$ cat src/rtl/arm_pipe_pkg.sv
// Shared constants and writeback bundle for the register
// write arbiter and its round-robin sub-arbiter.
package arm_pipe_pkg;

    localparam int ADDR_W   = 5;
    localparam int DATA_W   = 64;
    localparam int NUM_REGS = 2 ** ADDR_W;
    localparam int ZERO_REG = 31;

    typedef struct packed {
        logic              valid;
        logic [ADDR_W-1:0] addr;
        logic [DATA_W-1:0] data;
    } wb_req_t;

endpackage

$ cat src/rtl/rr_arb2.sv
// Two-way round-robin arbiter; the preference flips only
// when both requesters compete in the same cycle.
module rr_arb2 (
    input  logic       clk,
    input  logic       rst_n,
    input  logic [1:0] valid,
    output logic [1:0] grant
);

    // 0 = requester 0 preferred on the next contention
    logic prio_q;

    always_comb begin
        grant = 2'b00;
        unique case (valid)
            2'b01:   grant = 2'b01;
            2'b10:   grant = 2'b10;
            2'b11:   grant = prio_q ? 2'b10 : 2'b01;
            default: grant = 2'b00;
        endcase
    end

    always_ff @(posedge clk or negedge rst_n) begin
        if (!rst_n) begin
            prio_q <= 1'b0;
        end else if (&valid) begin
            prio_q <= ~prio_q;
        end
    end

endmodule

$ cat src/rtl/reg_write_arbiter.sv
// Shares the register file write port between ALU and load
// writeback; tracks pending writes and forwards staged data.
module reg_write_arbiter
    import arm_pipe_pkg::*;
#(
    parameter int DATA_W      = arm_pipe_pkg::DATA_W,
    parameter int ADDR_W      = arm_pipe_pkg::ADDR_W,
    parameter int NUM_REGS    = arm_pipe_pkg::NUM_REGS,
    parameter int ZERO_REG    = arm_pipe_pkg::ZERO_REG,
    parameter bit ZERO_REG_EN = 1'b1
) (
    input  logic                CLK,
    input  logic                RST_N,
    input  logic                REQ0_VALID,
    output logic                REQ0_READY,
    input  logic [ADDR_W-1:0]   REQ0_ADDR,
    input  logic [DATA_W-1:0]   REQ0_DATA,
    input  logic                REQ1_VALID,
    output logic                REQ1_READY,
    input  logic [ADDR_W-1:0]   REQ1_ADDR,
    input  logic [DATA_W-1:0]   REQ1_DATA,
    input  logic                ISSUE_VALID,
    input  logic [ADDR_W-1:0]   ISSUE_REG,
    input  logic [ADDR_W-1:0]   RD_REG_A,
    input  logic [ADDR_W-1:0]   RD_REG_B,
    input  logic [DATA_W-1:0]   RD_DATA_A,
    input  logic [DATA_W-1:0]   RD_DATA_B,
    output logic [DATA_W-1:0]   FWD_DATA_A,
    output logic [DATA_W-1:0]   FWD_DATA_B,
    output logic                HAZARD_A,
    output logic                HAZARD_B,
    output logic [ADDR_W-1:0]   WRITE_REG,
    output logic [DATA_W-1:0]   WRITE_DATA,
    output logic                REG_WRITE_ENABLE,
    output logic [NUM_REGS-1:0] PENDING
);

    function automatic logic is_zero(input logic [ADDR_W-1:0] a);
        return ZERO_REG_EN && (a == ADDR_W'(ZERO_REG));
    endfunction

    wb_req_t       req0;
    wb_req_t       req1;
    wb_req_t       sel;
    logic [1:0]    grant;
    logic          xfer;
    logic          we_q;
    logic [ADDR_W-1:0] wreg_q;
    logic [DATA_W-1:0] wdata_q;
    logic [NUM_REGS-1:0] pending_q;
    logic [NUM_REGS-1:0] pending_set;
    logic [NUM_REGS-1:0] pending_clr;
    logic          hit_a;
    logic          hit_b;

    assign req0 = '{valid: REQ0_VALID, addr: REQ0_ADDR, data: REQ0_DATA};
    assign req1 = '{valid: REQ1_VALID, addr: REQ1_ADDR, data: REQ1_DATA};

    rr_arb2 u_arb (
        .clk   (CLK),
        .rst_n (RST_N),
        .valid ({req1.valid, req0.valid}),
        .grant (grant)
    );

    assign REQ0_READY = grant[0];
    assign REQ1_READY = grant[1];
    assign xfer       = |grant;
    assign sel        = grant[1] ? req1 : req0;

    always_comb begin
        pending_set = '0;
        pending_clr = '0;
        if (ISSUE_VALID && !is_zero(ISSUE_REG)) begin
            pending_set = NUM_REGS'(1) << ISSUE_REG;
        end
        if (we_q) begin
            pending_clr = NUM_REGS'(1) << wreg_q;
        end
    end

    // Reset drops any staged write before it reaches the register file
    always_ff @(posedge CLK or negedge RST_N) begin
        if (!RST_N) begin
            we_q      <= 1'b0;
            wreg_q    <= '0;
            wdata_q   <= '0;
            pending_q <= '0;
        end else begin
            we_q <= xfer && !is_zero(sel.addr);
            if (xfer) begin
                wreg_q  <= sel.addr;
                wdata_q <= sel.data;
            end
            // A newer issue to the same register outranks the commit
            pending_q <= (pending_q & ~pending_clr) | pending_set;
        end
    end

    assign hit_a = we_q && (wreg_q == RD_REG_A);
    assign hit_b = we_q && (wreg_q == RD_REG_B);

    always_comb begin
        FWD_DATA_A = RD_DATA_A;
        FWD_DATA_B = RD_DATA_B;
        if (is_zero(RD_REG_A)) begin
            FWD_DATA_A = '0;
        end else if (hit_a) begin
            FWD_DATA_A = wdata_q;
        end
        if (is_zero(RD_REG_B)) begin
            FWD_DATA_B = '0;
        end else if (hit_b) begin
            FWD_DATA_B = wdata_q;
        end
    end

    assign HAZARD_A = pending_q[RD_REG_A] && !hit_a && !is_zero(RD_REG_A);
    assign HAZARD_B = pending_q[RD_REG_B] && !hit_b && !is_zero(RD_REG_B);

    assign WRITE_REG        = wreg_q;
    assign WRITE_DATA       = wdata_q;
    assign REG_WRITE_ENABLE = we_q;
    assign PENDING          = pending_q;

endmodule

$ cat config.mk
export PLATFORM = sky130hd
export DESIGN_NAME = reg_write_arbiter
export DESIGN_NICKNAME = d
export VERILOG_FILES = /design/src/rtl/arm_pipe_pkg.sv /design/src/rtl/rr_arb2.sv /design/src/rtl/reg_write_arbiter.sv
export SDC_FILE = /design/constraint.sdc
export NUM_CORES = 1
export LEC_CHECK = 0
export BUFFER_PORTS_ARGS = -buffer_cell sky130_fd_sc_hd__buf_4
export CORE_AREA = 3 3 199 201
export CTS_BUF_LIST = sky130_fd_sc_hd__clkbuf_2
export DETAILED_ROUTE_END_ITERATION = 6
export DIE_AREA = 0 0 202 204
export GPL_ROUTABILITY_DRIVEN = 0
export GPL_TIMING_DRIVEN = 1
export PLACE_DENSITY = 0.51
export SLEW_MARGIN = 0
export SYNTH_ARGS = -nofsm -noshare
export SYNTH_HDL_FRONTEND = slang
export SYNTH_SLANG_ARGS = --single-unit
export TNS_END_PERCENT = 50
$ cat constraint.sdc
create_clock -name CLK -period 3.22 [get_ports CLK]
set_input_delay 0 -clock CLK [delete_from_list [all_inputs] [get_ports CLK]]
set_output_delay 0 -clock CLK [all_outputs]
set_load 0.05 [all_outputs]
### Word level (Yosys, flattened, before mapping)

Cells that the tools add are included.

* output and inout port bits: 234
* flip-flop bits (word level): 103
* bits in latches: 0
* ROM bits: 0
* input bits: 286
* memories kept: 0
* memory bits (writable): 0

* equality and inequality tests: 9
* shift-type cells: 2
* multiplexer cells: 13
* reduce and logical (&&, ||, !) cells: 16
* multiply operators: 0
* bitwise logic cells: 4
* $add $sub $neg: 0
* order comparisons: 2
* div/mod/pow operators: 0

Operators with widths (count)
* $mux 64: 4
* $mux 69: 1
* $mux 32: 2
* $shl 1x5->32 const A: 2
* $and 32x32->32: 1
* $not 32->32: 1
* $or 32x32->32: 1
* $eq 5x5->1 const B: 4
* $lt 5x6->1 const B: 2
* $bmux 1 s5: 2
* $eq 5x5->1: 2
* $logic_and 1x1->1: 8
* $logic_not 1->1: 6
* $pmux 2 s3: 1
* $eq 2x2->1 const B: 2
* $eq 2x1->1 const B: 1
* $mux 1: 2
* $mux 2: 1
* $reduce_and 2->1: 1
* $reduce_or 2->1: 1
* $not 1->1: 1

### Depth between registers and ports, before layout

* depth in word-level cells: 6
* gate-level depth with buffers: 7
* mapped depth without buffers: 4

### Hierarchy

From an unflattened synthesis, not the netlist that was laid out.

* cells, all modules: 981
* area, all modules: 7637.3 µm²

Modules (own cells, without submodules)
* reg_write_arbiter: cells an instance 975, instances 1, area an instance 7581.0 µm²
* rr_arb2: cells an instance 6, instances 1, area an instance 56.3 µm²

### Least setup slack after synthesis

Ideal clock, no wire load.

* path type: flip-flop to output port
* from: reg wreg_q[3], in the netlist WRITE_REG[3]
* to: out FWD_DATA_A[14]
* arrival: 2.540 ns
* path slack: 0.680 ns
* stages on the path, launching flop included: 8
* path buffers: 3
* cell sequence: dfrtp_1 buf_2 xnor2_1 and2_1 buf_2 clkbuf_1 nand3_1 a21oi_1

* cells in the longest elaborated chain, start to end: 4

Ends and longest elaborated chain
* from (decl): RTL line reg_write_arbiter.sv:48 `logic [ADDR_W-1:0] wreg_q;`
* from (signal assigned): RTL line reg_write_arbiter.sv:92 `wreg_q <= sel.addr;`
* $eq 5x5->1: RTL line reg_write_arbiter.sv:100 `assign hit_a = we_q && (wreg_q == RD_REG_A);`
* $logic_and 1x1->1: RTL line reg_write_arbiter.sv:100
* $mux 64: RTL line reg_write_arbiter.sv:108 `end else if (hit_a) begin`
* $mux 64: RTL line reg_write_arbiter.sv:106 `if (is_zero(RD_REG_A)) begin`
* to (decl): RTL line reg_write_arbiter.sv:28 `output logic [DATA_W-1:0] FWD_DATA_A,`

Every way passes these cells.

### Worst setup path after layout

* from: reg wreg_q[2], in the netlist WRITE_REG[2]
* to: out FWD_DATA_A[18]

The elaborated chain is that of the path after synthesis.

==> results.sh <==
export IMPL_status="completed"
export IMPL_fp_dieH_um=204
export IMPL_dieArea_um2=41210
export IMPL_yosysUniqueCellTypes=38
export IMPL_drive_gt1_share_pct=37.16
export IMPL_cts_num_sinks=103
export IMPL_max_stage_delay_ns=0.69
export IMPL_synth_compound_area_share_pct=26.61
export IMPL_root_buffer="clkbuf_2"
export IMPL_p_sw_share_pct=53.94
export IMPL_finClkSkew_ns=0.03199
export IMPL_routedWlPerCell_um=21.76
export IMPL_clkPwrFrac_pct=8.7
export IMPL_power_density_nw_per_um2=563.3
export IMPL_initial_utilization_pct=20.48
export IMPL_dp_hpwl_um=33960
export IMPL_die_w_um=202
export IMPL_grt_pass1_wl_um=67520
export IMPL_max_slew_margin_pct=37.31
export IMPL_synth_top_family_by_area="compound AO/OA/AOI/OAI gates"
export IMPL_drv_cap=0
export IMPL_setup_worst_path_class="flop to output port"
export IMPL_worst_pin_slew_ns=0.9382
export IMPL_cts_tree="yes"
export IMPL_critPathRequiredTime_ns=3.22
export IMPL_hold_viol=0
export IMPL_first_pass_iters=5
export IMPL_ys_ff_latch=103
export IMPL_port_buffers=519
export IMPL_yosysSeqAreaShare_pct=33.33
export IMPL_rows=71
export IMPL_yosysWarnings=0
export IMPL_p_int_mw=3.581
export IMPL_rrSetupSlack_ns=0.56
export IMPL_fin_tns_setup_ns=0
export IMPL_synth_simple_gate_area_share_pct=16.87
export IMPL_fillers=3955
export IMPL_syn_to_final_growth_pct=78.47
export IMPL_vias=10500
export IMPL_yosys_area_share_xor_xnor_pct=1.246
export IMPL_critPathMostFrequentCell="buf_4"
export IMPL_final_nets=1885
export IMPL_grt_total_usage_pct=21.24
export IMPL_critPathMaxFanout=25
export IMPL_io_pins=520
export IMPL_synth_fa_ha_area_share_pct=0
export IMPL_pwr_share_seq_pct=27.8
export IMPL_path_delay_family="simple AND/OR/NAND/NOR gates"
export IMPL_holdWs_ns=0.1203
export IMPL_hold_class="input port to flop"
export IMPL_wl_um=46090
export IMPL_setup_viol=0
export IMPL_rsz0062_at_grt="no"
export IMPL_crit_path_start_kind="flop"
export IMPL_report_final_slew_viol_count=0
export IMPL_ir_drop_mv=0.7390
export IMPL_drt_antenna_violating_nets=0
export IMPL_crit_path_end_kind="output port"
export IMPL_critPathBufInv=2
export IMPL_worst_path_max_delay_cell="or4_2"
export IMPL_drcViolationCount=0
export IMPL_clk_pin_slew_worst_paths_ns=0.32
export IMPL_viasPerCell=4.956
export IMPL_min_period_over_period_pct=93.60
export IMPL_period_needed_ns=3.014
export IMPL_syn_cell_area_um2=7734
export IMPL_grt_pass1_vias=10610
export IMPL_clockBufferDepth=2
export IMPL_grt_max_degree=104
export IMPL_netlist_instances=987
export IMPL_grt_overflow=0
export IMPL_synthesis_nets=1273
export IMPL_post_cts_buffers=0
export IMPL_crit_arrival_ns=3.01
export IMPL_htreeDepth=3
export IMPL_cp_cell_sequence="xor2_1, or4_2, buf_4, o21ai_1, a21oi_1, buf_4"
export IMPL_leakagePower_nw=6.053
export IMPL_clk_latency_ns=0.66
export IMPL_first_iter_violations=850
export IMPL_synth_mux_area_share_pct=14.22
export IMPL_fp_coreArea_um2=37760
export IMPL_avgSynthCellArea_um2=7.836
export IMPL_cts_made_buffers=9
export IMPL_p_comb_share_pct=63.5
export IMPL_antenna_found_initial=4
export IMPL_max_freq_mhz=331.8
export IMPL_p_sw_mw=4.194
-- placed cells by master (no fill, tap or decap), types with 5 or more instances in the layout --
cell type / synthesis / routed
mux2_2: 7 / 7
inv_1: 5 / 5
nor3_1: 7 / 7
or2_2: 6 / 5
buf_4: 4 / 529
nand2_1: 17 / 15
dfrtp_1: 103 / 102
o21ai_0: 123 / 122
nor2_1: 76 / 74
mux4_2: 16 / 16
nand2b_1: 8 / 8
mux2i_1: 66 / 66
buf_12: 0 / 10
nand3_1: 140 / 140
o31ai_1: 8 / 8
a21oi_1: 193 / 193
dlygate4sd3_1: 0 / 165
clkbuf_2: 0 / 10
xnor2_1: 7 / 7
o21ai_1: 60 / 60
o22ai_1: 7 / 7
nor2b_1: 6 / 6
-- cell families after synthesis --
family	Yosys count
AOI/OAI and AO/OA	400
xor gates and xnor gates	11
buffers and inverters	110
DFF	103
muxes	89
and+or+nand+nor	274
-- path summary, 6_finish.rpt --
check                              start             end  depth (start not counted)
min in group asynchronous          RST_N  WRITE_DATA[49]                          4
max                         WRITE_REG[2]  FWD_DATA_A[18]                          6
min                        REQ1_DATA[56]  WRITE_DATA[56]                          4
max in group asynchronous          RST_N  WRITE_DATA[16]                          4
min reg2reg                  PENDING[31]     PENDING[31]                          1
max reg2reg                 u_arb.prio_q  WRITE_DATA[21]                          5
-- power groups by stage --
stage | clock [mW] | sequential, mW | combinational (mW)
floorplan | 0 | 3.14 | 1.85
global placement | 0 | 2.17 | 4.58
detailed placement | 0 | 2.18 | 4.61
CTS | 0.725 | 2.16 | 4.93
global route | 0.767 | 2.21 | 5.16
finish | 0.678 | 2.16 | 4.93
-- worst reg2reg max path, cell delays in order (launching register included) --
cell and delay, ns:
dfrtp_1 0.61, o21ai_4 0.58, buf_12 0.34, mux2i_1 0.36, dlygate4sd3_1 0.63, a21oi_1 0.08
-- state kept, by name, indices dropped and copies added (netlist names) --
name	cells
REG_WRITE_ENABLE	1
PENDING	32
WRITE_DATA	64
u_arb.prio_q	1
WRITE_REG	5
-- Yosys cell counts (all sizes together) --
master	instances	share of area, %
buf	41	4.4
xnor2	7	0.79
a22oi	4	0.39
xor2	4	0.45
nand3	140	9.1
o22ai	7	0.57
o221a	1	0.15
nand3b	1	0.097
and4	2	0.23
and2	3	0.24
o21ai	183	12
clkbuf	63	3.1
nand2b	8	0.65
nand4	4	0.32
nand2	17	0.83
mux2	7	1.0
or4	1	0.097
or2	6	0.49
dfrtp	103	33
nor2b	6	0.49
o31ai	8	0.78
o21a	2	0.19
nor3	7	0.45
and3	1	0.081
a32oi	1	0.11
or3	1	0.081
inv	5	0.24
mux4	16	4.7
a211oi	1	0.097
a21oi	193	12
clkinv	1	0.048
mux2i	66	8.5
nor2	76	3.7
nor4	1	0.081
-- metal layers --
metal  track usage (%)  up-vias  share of wire, %
li1                  -     4834                 -
met3             4.300       78               7.1
met5                 0        -                 0
met2             36.98      520                50
met1             26.01     5065                39
met4             7.849        0               3.5
-- per-stage QoR --
stage,setup WS [ns],utilization (%),area (um2),power [mW],std cells
after floorplan,0.6799,-,7734,4.993,987
final,0.2061,36.56,13800,7.775,2118
after CTS,0.07511,36.53,13790,7.814,2115
after detailed placement,0.8329,31.84,12020,6.784,1934
after global routing,0.007446,36.56,13800,8.143,2118
after global placement,0.8506,31.84,12020,6.752,1934
-- timing repair --
| action | 4_1_cts | 5_1_grt |
|---|---|---|
| endpoints found under the hold margin | 205 | 0 |
| hold buffers | 165 | 0 |
| gates resized for setup | 2 | 1 |
| endpoints found under the setup margin | 1 | 1 |
-- final cells by class --
class	count	area (um2)	area share [%]
antenna	3	7.507	0.05439
clock buffer	10	50.05	0.3626
clock inverter	6	60.06	0.4351
inverter	6	22.52	0.1632
multi-input combinational	774	4609	33.40
sequential	103	2579	18.68
tap	511	639.4	4.632
timing repair buffer	705	5834	42.27
Power figures use the tool's default switching activity.
